File: config.mk
export PLATFORM = sky130hd
export DESIGN_NAME = uart_autobaud_rx
export DESIGN_NICKNAME = d
export VERILOG_FILES = /design/src/rtl/uart_pkg.sv /design/src/rtl/uart_bit_timer.sv /design/src/rtl/uart_autobaud_rx.sv
export SDC_FILE = /design/constraint.sdc
export NUM_CORES = 1
export LEC_CHECK = 0
export ABC_AREA = 0
export CORE_ASPECT_RATIO = 1.5
export CORE_UTILIZATION = 40
export DETAILED_ROUTE_END_ITERATION = 16
export DONT_BUFFER_PORTS = 1
export SYNTH_ARGS = -nofsm -noshare
export SYNTH_HDL_FRONTEND = slang
export SYNTH_SLANG_ARGS = --single-unit
File: constraint.sdc
create_clock -name clk -period 2.2 [get_ports clk]
set_input_delay 0.66 -clock clk [delete_from_list [all_inputs] [get_ports clk]]
set_output_delay 0.66 -clock clk [all_outputs]
set_load 0.05 [all_outputs]
File: src/rtl/uart_pkg.sv
// Shared types and constants for the auto-baud UART receiver.
// Holds the receiver state encoding and the sync-frame definition.
package uart_pkg;

    typedef enum logic [2:0] {
        HUNT,
        MEASURE,
        VERIFY,
        IDLE,
        START,
        DATA,
        STOP
    } state_t;

    localparam int DATA_BITS = 8;
    localparam logic [7:0] SYNC_CHAR = 8'h55;

endpackage

File: src/rtl/uart_bit_timer.sv
// Down-counting bit timer for the UART receiver.
// A load sets the delay; a strobe fires once when the count expires.
module uart_bit_timer #(
    parameter int DIV_W = 16
) (
    input  logic             clk,
    input  logic             rst,
    input  logic             load,
    input  logic [DIV_W-1:0] load_val,
    output logic             strobe
);

    logic [DIV_W-1:0] cnt;

    // Count down to zero; loading zero parks the timer.
    always_ff @(posedge clk) begin
        if (rst) begin
            cnt <= '0;
        end else if (load) begin
            cnt <= load_val;
        end else if (cnt != '0) begin
            cnt <= cnt - DIV_W'(1);
        end
    end

    assign strobe = (cnt == DIV_W'(1));

endmodule

File: src/rtl/uart_autobaud_rx.sv
// 8N1 UART receiver that measures its bit period from a 0x55 sync byte.
// Loses lock after two consecutive framing errors or on relock.
module uart_autobaud_rx
    import uart_pkg::*;
#(
    parameter int DIV_W   = 16,
    parameter int MIN_DIV = 16
) (
    input  logic             clk,
    input  logic             rst,
    input  logic             rx,
    input  logic             relock,
    output logic [7:0]       rx_data,
    output logic             rx_valid,
    output logic             frame_err,
    output logic             locked,
    output logic [DIV_W-1:0] baud_div
);

    state_t           state, state_n;
    logic             rx_s1, rx_s2, rx_d;
    logic             fall, rise;
    logic [DIV_W-1:0] meas_cnt;
    logic [DIV_W-1:0] cand;
    logic [3:0]       bit_cnt;
    logic [7:0]       shift;
    logic             err_cnt;
    logic             tmr_load;
    logic [DIV_W-1:0] tmr_val;
    logic             strobe;
    logic             meas_start, meas_inc, cand_take;
    logic             bit_clr, do_shift;
    logic             lock_set, byte_ok, byte_err;

    assign fall = rx_d & ~rx_s2;
    assign rise = ~rx_d & rx_s2;

    uart_bit_timer #(.DIV_W(DIV_W)) u_timer (
        .clk      (clk),
        .rst      (rst),
        .load     (tmr_load),
        .load_val (tmr_val),
        .strobe   (strobe)
    );

    // Two-flop synchronizer plus one delay stage for edge detection.
    always_ff @(posedge clk) begin
        if (rst) begin
            rx_s1 <= 1'b1;
            rx_s2 <= 1'b1;
            rx_d  <= 1'b1;
        end else begin
            rx_s1 <= rx;
            rx_s2 <= rx_s1;
            rx_d  <= rx_s2;
        end
    end

    // State register.
    always_ff @(posedge clk) begin
        if (rst) state <= HUNT;
        else     state <= state_n;
    end

    // Next-state logic, timer control and datapath enables.
    always_comb begin
        state_n    = state;
        tmr_load   = 1'b0;
        tmr_val    = '0;
        meas_start = 1'b0;
        meas_inc   = 1'b0;
        cand_take  = 1'b0;
        bit_clr    = 1'b0;
        do_shift   = 1'b0;
        lock_set   = 1'b0;
        byte_ok    = 1'b0;
        byte_err   = 1'b0;
        unique case (state)
            HUNT: begin
                if (fall) begin
                    state_n    = MEASURE;
                    meas_start = 1'b1;
                end
            end
            MEASURE: begin
                if (rise) begin
                    if (meas_cnt < DIV_W'(MIN_DIV)) begin
                        state_n = HUNT;
                    end else begin
                        state_n   = VERIFY;
                        cand_take = 1'b1;
                        bit_clr   = 1'b1;
                        tmr_load  = 1'b1;
                        tmr_val   = meas_cnt >> 1;
                    end
                end else if (meas_cnt == '1) begin
                    state_n = HUNT;
                end else begin
                    meas_inc = 1'b1;
                end
            end
            VERIFY: begin
                if (strobe) begin
                    tmr_load = 1'b1;
                    if (int'(bit_cnt) < DATA_BITS) begin
                        do_shift = 1'b1;
                        tmr_val  = cand;
                    end else if (rx_s2 && shift == SYNC_CHAR) begin
                        lock_set = 1'b1;
                        state_n  = IDLE;
                    end else begin
                        state_n = HUNT;
                    end
                end
            end
            IDLE: begin
                if (fall) begin
                    state_n  = START;
                    bit_clr  = 1'b1;
                    tmr_load = 1'b1;
                    tmr_val  = baud_div >> 1;
                end
            end
            START: begin
                if (strobe) begin
                    tmr_load = 1'b1;
                    if (!rx_s2) begin
                        state_n = DATA;
                        tmr_val = baud_div;
                    end else begin
                        state_n = IDLE;
                    end
                end
            end
            DATA: begin
                if (strobe) begin
                    do_shift = 1'b1;
                    tmr_load = 1'b1;
                    tmr_val  = baud_div;
                    if (bit_cnt == 4'(DATA_BITS - 1)) state_n = STOP;
                end
            end
            STOP: begin
                if (strobe) begin
                    tmr_load = 1'b1;
                    if (rx_s2) begin
                        byte_ok = 1'b1;
                        state_n = IDLE;
                    end else begin
                        byte_err = 1'b1;
                        state_n  = err_cnt ? HUNT : IDLE;
                    end
                end
            end
            default: state_n = HUNT;
        endcase
        if (relock) begin
            state_n  = HUNT;
            tmr_load = 1'b1;
            tmr_val  = '0;
            lock_set = 1'b0;
            byte_ok  = 1'b0;
            byte_err = 1'b0;
            do_shift = 1'b0;
        end
    end

    // Measurement, shift register, lock and output pulse registers.
    always_ff @(posedge clk) begin
        if (rst) begin
            meas_cnt  <= '0;
            cand      <= '0;
            bit_cnt   <= '0;
            shift     <= '0;
            err_cnt   <= 1'b0;
            rx_data   <= '0;
            rx_valid  <= 1'b0;
            frame_err <= 1'b0;
            locked    <= 1'b0;
            baud_div  <= '0;
        end else begin
            rx_valid  <= byte_ok;
            frame_err <= byte_err;
            if (meas_start)    meas_cnt <= DIV_W'(1);
            else if (meas_inc) meas_cnt <= meas_cnt + DIV_W'(1);
            if (cand_take) cand <= meas_cnt;
            if (bit_clr) begin
                bit_cnt <= '0;
            end else if (do_shift) begin
                shift   <= {rx_s2, shift[7:1]};
                bit_cnt <= bit_cnt + 4'd1;
            end
            if (byte_ok) rx_data <= shift;
            if (relock || byte_ok || lock_set) err_cnt <= 1'b0;
            else if (byte_err)                 err_cnt <= ~err_cnt;
            if (relock || state == HUNT) locked <= 1'b0;
            else if (lock_set)           locked <= 1'b1;
            if (lock_set) baud_div <= cand;
        end
    end

endmodule

# Word-level counts from Yosys, hierarchy flattened
# Index checks and enable logic that the tools add are counted.
[word_totals] register_bits=94 in_bits=4 output_inout_bits=27 word_cells=121
[classes] addsub=3 magnitude_cmp=2 eq_ne=19 muxes=59 bitwise_logic=6 reduce_logical=16
[op_table] operator="16-bit two-way mux" count=8
[op_table] operator="16-bit one-hot mux with 5 select lines" count=1
[op_table] operator="15-bit two-way mux" count=3
[op_table] operator="3-bit two-way mux" count=11
[op_table] operator="1-bit two-way mux" count=28
[op_table] operator="3-bit one-hot mux with 7 select lines" count=1
[op_table] operator="16-bit by 1-bit adder with 16-bit output, second input constant" count=1
[op_table] operator="16-bit by 1-bit equality test with 1-bit output, second input constant" count=1
[op_table] operator="16-bit equality test, second input constant" count=1
[op_table] operator="16-bit by 5-bit < comparator with 1-bit output, second input constant" count=1
[op_table] operator="2-bit inequality test, second input constant" count=8
[op_table] operator="16-bit nonzero test" count=1
[op_table] operator="16-bit by 1-bit subtractor with 16-bit output, second input constant" count=1
[op_table] operator="2-bit OR reduction" count=5
[op_table] operator="3-bit equality test, second input constant" count=3
[op_table] operator="9-bit AND reduction" count=1
[op_table] operator="8-bit by 7-bit equality test with 1-bit output, second input constant" count=1
[op_table] operator="2-bit two-way mux" count=4
[op_table] operator="3-bit by 2-bit equality test with 1-bit output, second input constant" count=2
[op_table] operator="4-bit by 1-bit adder with 4-bit output, second input constant" count=1
[op_table] operator="4-bit by 3-bit equality test with 1-bit output, second input constant" count=1
[op_table] operator="4-bit < comparator, second input constant" count=1
[op_table] operator="1-bit inverter" count=4
[op_table] operator="1-bit one-hot mux with 2 select lines" count=2
[op_table] operator="10 further kinds" count=14

# Longest topological paths before layout
[depth] ltp_word=9 mapped_depth=9 mapped_depth_nobuf=7

# Cells and area by module
# From an unflattened synthesis, not the netlist that was laid out.
[unflattened] cells_unflattened=520 hier_area_um2=4549.4
[modules_own_cells] mod="uart_autobaud_rx" instances=1 cells_per_inst=408 area_per_inst_um2=3594.7 seq_area_each_um2=1561.5
[modules_own_cells] mod="uart_bit_timer" instances=1 cells_per_inst=112 area_per_inst_um2=954.7 seq_area_each_um2=320.3

# Worst setup path after synthesis
# No wires, ideal clock.
[synth_path] kind="register to register" start="register u_timer.cnt[0]" end="register u_timer.cnt[15]" setup_ns=0.122 arrival_ns=2.071 t_required_ns=2.078 setup_slack_ns=0.007 stages_incl_launch_ff=9 synth_period_minus_slack_ns=2.193 path_cell_list="dfxtp_1 -> inv_1 -> ha_1 -> nor3b_1 -> nand4_1 -> a211o_1 -> o31ai_1 -> buf_2 -> a21oi_1"
[synth_via] elab_chain_cells=5 word_cells_on_any_way=14 cone_classes="add/sub: 1; eq/ne: 1; mux: 10; reduce/logical: 2"
[synth_rtl] item="start: declaration" line_no="uart_bit_timer.sv:13" text="logic [DIV_W-1:0] cnt;"
[synth_rtl] item="start signal: assignment" line_no="uart_bit_timer.sv:20" text="cnt <= load_val;"
[synth_rtl] item="start signal: assignment" line_no="uart_bit_timer.sv:22" text="cnt <= cnt - DIV_W'(1);"
[synth_rtl] item="parallel branches: the longest is 5 deep, another holds 16-bit by 1-bit subtractor with 16-bit output"
# Several ways; the timed one is not identified. The select of a mux whose other input is x is not followed.
# A chain may end at the register's enable or synchronous reset.

# Worst setup path after layout
[layout_path] start="register u_timer.cnt[12]" end="register u_timer.cnt[5]"
[layout_via] elab_chain_cells=5 word_cells_on_any_way=12 cone_classes="eq/ne: 1; mux: 9; reduce/logical: 2"
[layout_rtl] item="16-bit by 1-bit equality test with 1-bit output" line_no="uart_bit_timer.sv:26" text="assign strobe = (cnt == DIV_W'(1));"
[layout_rtl] item="16-bit two-way mux (tied with other cells)" line_no="uart_autobaud_rx.sv:136" text="if (strobe) begin"
[layout_rtl] item="16-bit one-hot mux with 5 select lines / 1-bit one-hot mux with 3 select lines (equally long branches)" line_no="uart_autobaud_rx.sv:78" text="unique case (state)"
[layout_rtl] item="16-bit two-way mux / 1-bit two-way mux (equally long branches)" line_no="uart_autobaud_rx.sv:157" text="if (relock) begin"
[layout_rtl] item="16-bit two-way mux / 2-bit nonzero test (equally long branches)"
# Parallel ways exist; a longest one is shown, timed or not.

==> reports/qor.yml <==
synthesis:
  synth_simple_gate_area_frac: 0.2746
  yosys.area.top_type: "dfxtp_1"
  syn_avg_cell_area_um2: 8.291
  synth_top_family_by_area: "simple AND/OR/NAND/NOR gates"
  synth_top_area_frac: 0.4017
  synth_compound_area_frac: 0.2035
  yosys_warnings: 0
  synth_xor_area_frac: 0.04300
  synth-edff-count: 0
  syn-cell-area_um2: 4684
  synthTopCellsByArea: "dfxtp_1 40%, nand2_1 6.7%, a21oi_1 5.7%"
  synth.distinct_cells: 57
  synth_common_cells: "94 x dfxtp_1, 84 x nand2_1, 60 x nor2_1"
  synthArstFlopShare: 0
  synthCells: 565
  ys_ff_latch: 94
  synthAdderAreaFrac: 0.01068
  synth_most_common_cell: "dfxtp_1"
  synth.area.mux_share: 0.02804
  synth_ff_type: "dfxtp_1"
  yosysSeqAreaShare: 0.4017
  synth_nets: 573
cts:
  max-clock-path-buffers: 2
  cts_tree: "yes"
  numCtsBuffers: 9
  cts.clk_slew.worst_paths_ns: 0.07
  clock-sinks: 94
  cts_root_buf: "clkbuf_16"
  htree_levels: 3
  clk_latency_ns: 0.35
timing:
  fmax_mhz: 487.9
  skew_ns: 0.003964
  finalSetupTns_ns: 0
  drv_slew: 0
  timing.slew.headroom: 0.5734
  setup_viol: 0
  post-route-period-util: 0.9317
  worstMarginPinSlew_ns: 0.6390
  rsz0062_at_grt: "no"
  holdWs_ns: 0.3800
  finalCriticalPeriod_ns: 2.050
  hold_viol_final: 0
worst_hold_path:
  whs_endpoint: "rx_data[2]"
  hold_path_depth: 1
  min-delay-start: "rst"
  hold_path_class: "in -> reg"
worst_setup_path:
  crit_type: "reg -> reg"
  path_max_fanout: 12
  r2r_slack_ns: 0.15
  worstReg2RegEnd: "u_timer.cnt[5]"
  required_ns: 2.42
  cp.arrival_ns: 2.27
  cp-end-kind: "flip-flop"
  reg2reg_depth: 7
  worst_setup_path_start_kind: "flip-flop"
  reg2reg_from: "u_timer.cnt[12]"
global_route:
  overflow: 0
  grt_max_degree: 63
  met2_usage: 0.3851
  grt.total_usage: 0.2157
  grt_pass1_vias: 4089
  use_met3: 0.03773
  grt_pass1_wl_mm: 20.74
  grtUsageMet1: 0.2490
  top_usage_layer: "met2"
  antenna_found_initial: 0
placement:
  io_buffers: 0
  placed_area_um2: 5065
  gp_congestion: 0.8634
  dpl.hpwl_mm: 9.135
drt:
  drt-total-wl_mm: 12.78
  route.antenna.remaining_nets: 0
  drc: 0
  drt_pre_antenna_iters: 7
  vias: 4255
  avgViaCountPerCell: 5.750
  drt_iter0_drc: 298
  wl_per_cell_um: 17.26
floorplanning:
  ios: 31
  die_area_um2: 12160
  rows: 48
  die_w_um: 90.36
  core-area_um2: 11470
  start_util: 0.4084
  die_height_um: 134.5
cells_and_area:
  stdcell_area_um2: 5399
  antenna_cells: 0
  area_growth_pct: 15.25
  fillCellCount: 1151
  drive_gt1_frac: 0.1373
  fin_nets: 593
power_and_ir_drop:
  power-per-cell-area_nw_per_um2: 922.6
  p_leak_nw: 1.814
  ir_drop_v: 0.0004041
  power_mw: 4.981
run:
  cap_viol_max_count: 0
outcome:
  outcome: "complete, no violations"
[cell type report]
cell class / instances / area, µm² / share of cell area
multi-input cells: 428 / 2641 / 0.4892
inverters: 6 / 22.52 / 0.004171
clock buffers: 9 / 225.2 / 0.04171
well taps: 150 / 187.7 / 0.03476
flip-flops and latches: 94 / 1883 / 0.3488
clock inverters: 7 / 81.33 / 0.01506
repair buffers: 46 / 357.8 / 0.06628
[critical path, cell delays in order (launching register included)]
cell     delay [ns]
dfxtp_1        0.37
nor4_4         0.41
buf_4          0.20
nand4_1        0.15
a211o_1        0.33
o31ai_2        0.18
buf_4          0.23
a21oi_1        0.06
[per-stage QoR]
step	cells	setup slack (ns)	utilization
2_1_floorplan	565	0.007035	-
3_3_place_gp	723	0.09150	0.4415
3_5_place_dp	723	0.1094	0.4415
4_1_cts	739	0.09610	0.4683
5_1_grt	740	0.02140	0.4707
6_report	740	0.1503	0.4707
[routing by layer]
metal,up-vias,share of wire
met5,-,0
met4,0,0.024
met3,22,0.041
met2,96,0.51
met1,2041,0.43
li1,2096,-
[kinds of logic (layout without fill, tap and decap cells)]
logic type / count (synthesis) / after routing
fa+ha+maj: 4 / 4
flops: 94 / 94
xor+xnor: 23 / 23
buf+inv: 43 / 68
compound gates: 142 / 142
simple gates: 246 / 246
mux: 13 / 13
[how the worst max path moves through the flow]
stage | from | cells after the start | to
2_1_floorplan | u_timer.cnt[0] | 8 | u_timer.cnt[15]
3_3_place_gp | rx_s2 | 5 | cand[7]
3_5_place_dp | u_timer.cnt[1] | 9 | baud_div[1]
4_1_cts | u_timer.cnt[1] | 9 | baud_div[1]
5_1_grt | u_timer.cnt[1] | 9 | baud_div[2]
6_report | u_timer.cnt[12] | 7 | u_timer.cnt[5]
[where the power goes]
part,internal (mW),switching (mW),leakage (nW)
Combinational,0.692,0.741,0.913
Sequential,1.80,0.136,0.760
Clock,0.897,0.713,0.141
[cells in the final DEF (no fill, tap or decap), types with 3 or more instances in the layout]
cell type   Yosys  layout
nand3_1        24      24
a32oi_1        16      16
clkinvlp_4      0       3
xor2_1          6       6
a22o_1         13      13
a2111oi_0       3       3
xnor2_1        17      17
nand2_1        84      83
nand2b_1        3       3
nor2_1         60      60
dfxtp_1        94      93
a21oi_1        53      53
nor3_1          7       7
inv_1           6       6
a211o_1         3       3
a22oi_1        12      12
nor4_1          8       8
o2bb2ai_1       3       3
nor4_4          4       4
and4_1          4       4
clkbuf_16       0       9
ha_1            4       4
and3_1          5       5
nor3b_1         4       3
buf_4           0      45
mux2i_1        12      12
or2_2           3       3
nor2b_1         7       7
nand4_1         9       9
o21ai_0        21      21
or3_1           8       8
[registers in the layout, indices dropped and copies added, names as in the netlist]
register	flops
baud_div	16
bit_cnt	4
cand	16
err_cnt	1
frame_err	1
locked	1
meas_cnt	16
rx_d	1
rx_data	8
rx_s1	1
rx_s2	1
rx_valid	1
shift	8
state	3
u_timer.cnt	16
[timing repair]
| action | in CTS | in global routing |
|---|---|---|
| endpoints found under the setup margin | 0 | 59 |
| resized for setup | 0 | 5 |
| hold buffers | 0 | 0 |
| setup buffers | 0 | 1 |
Power figures use the tool's default switching activity.
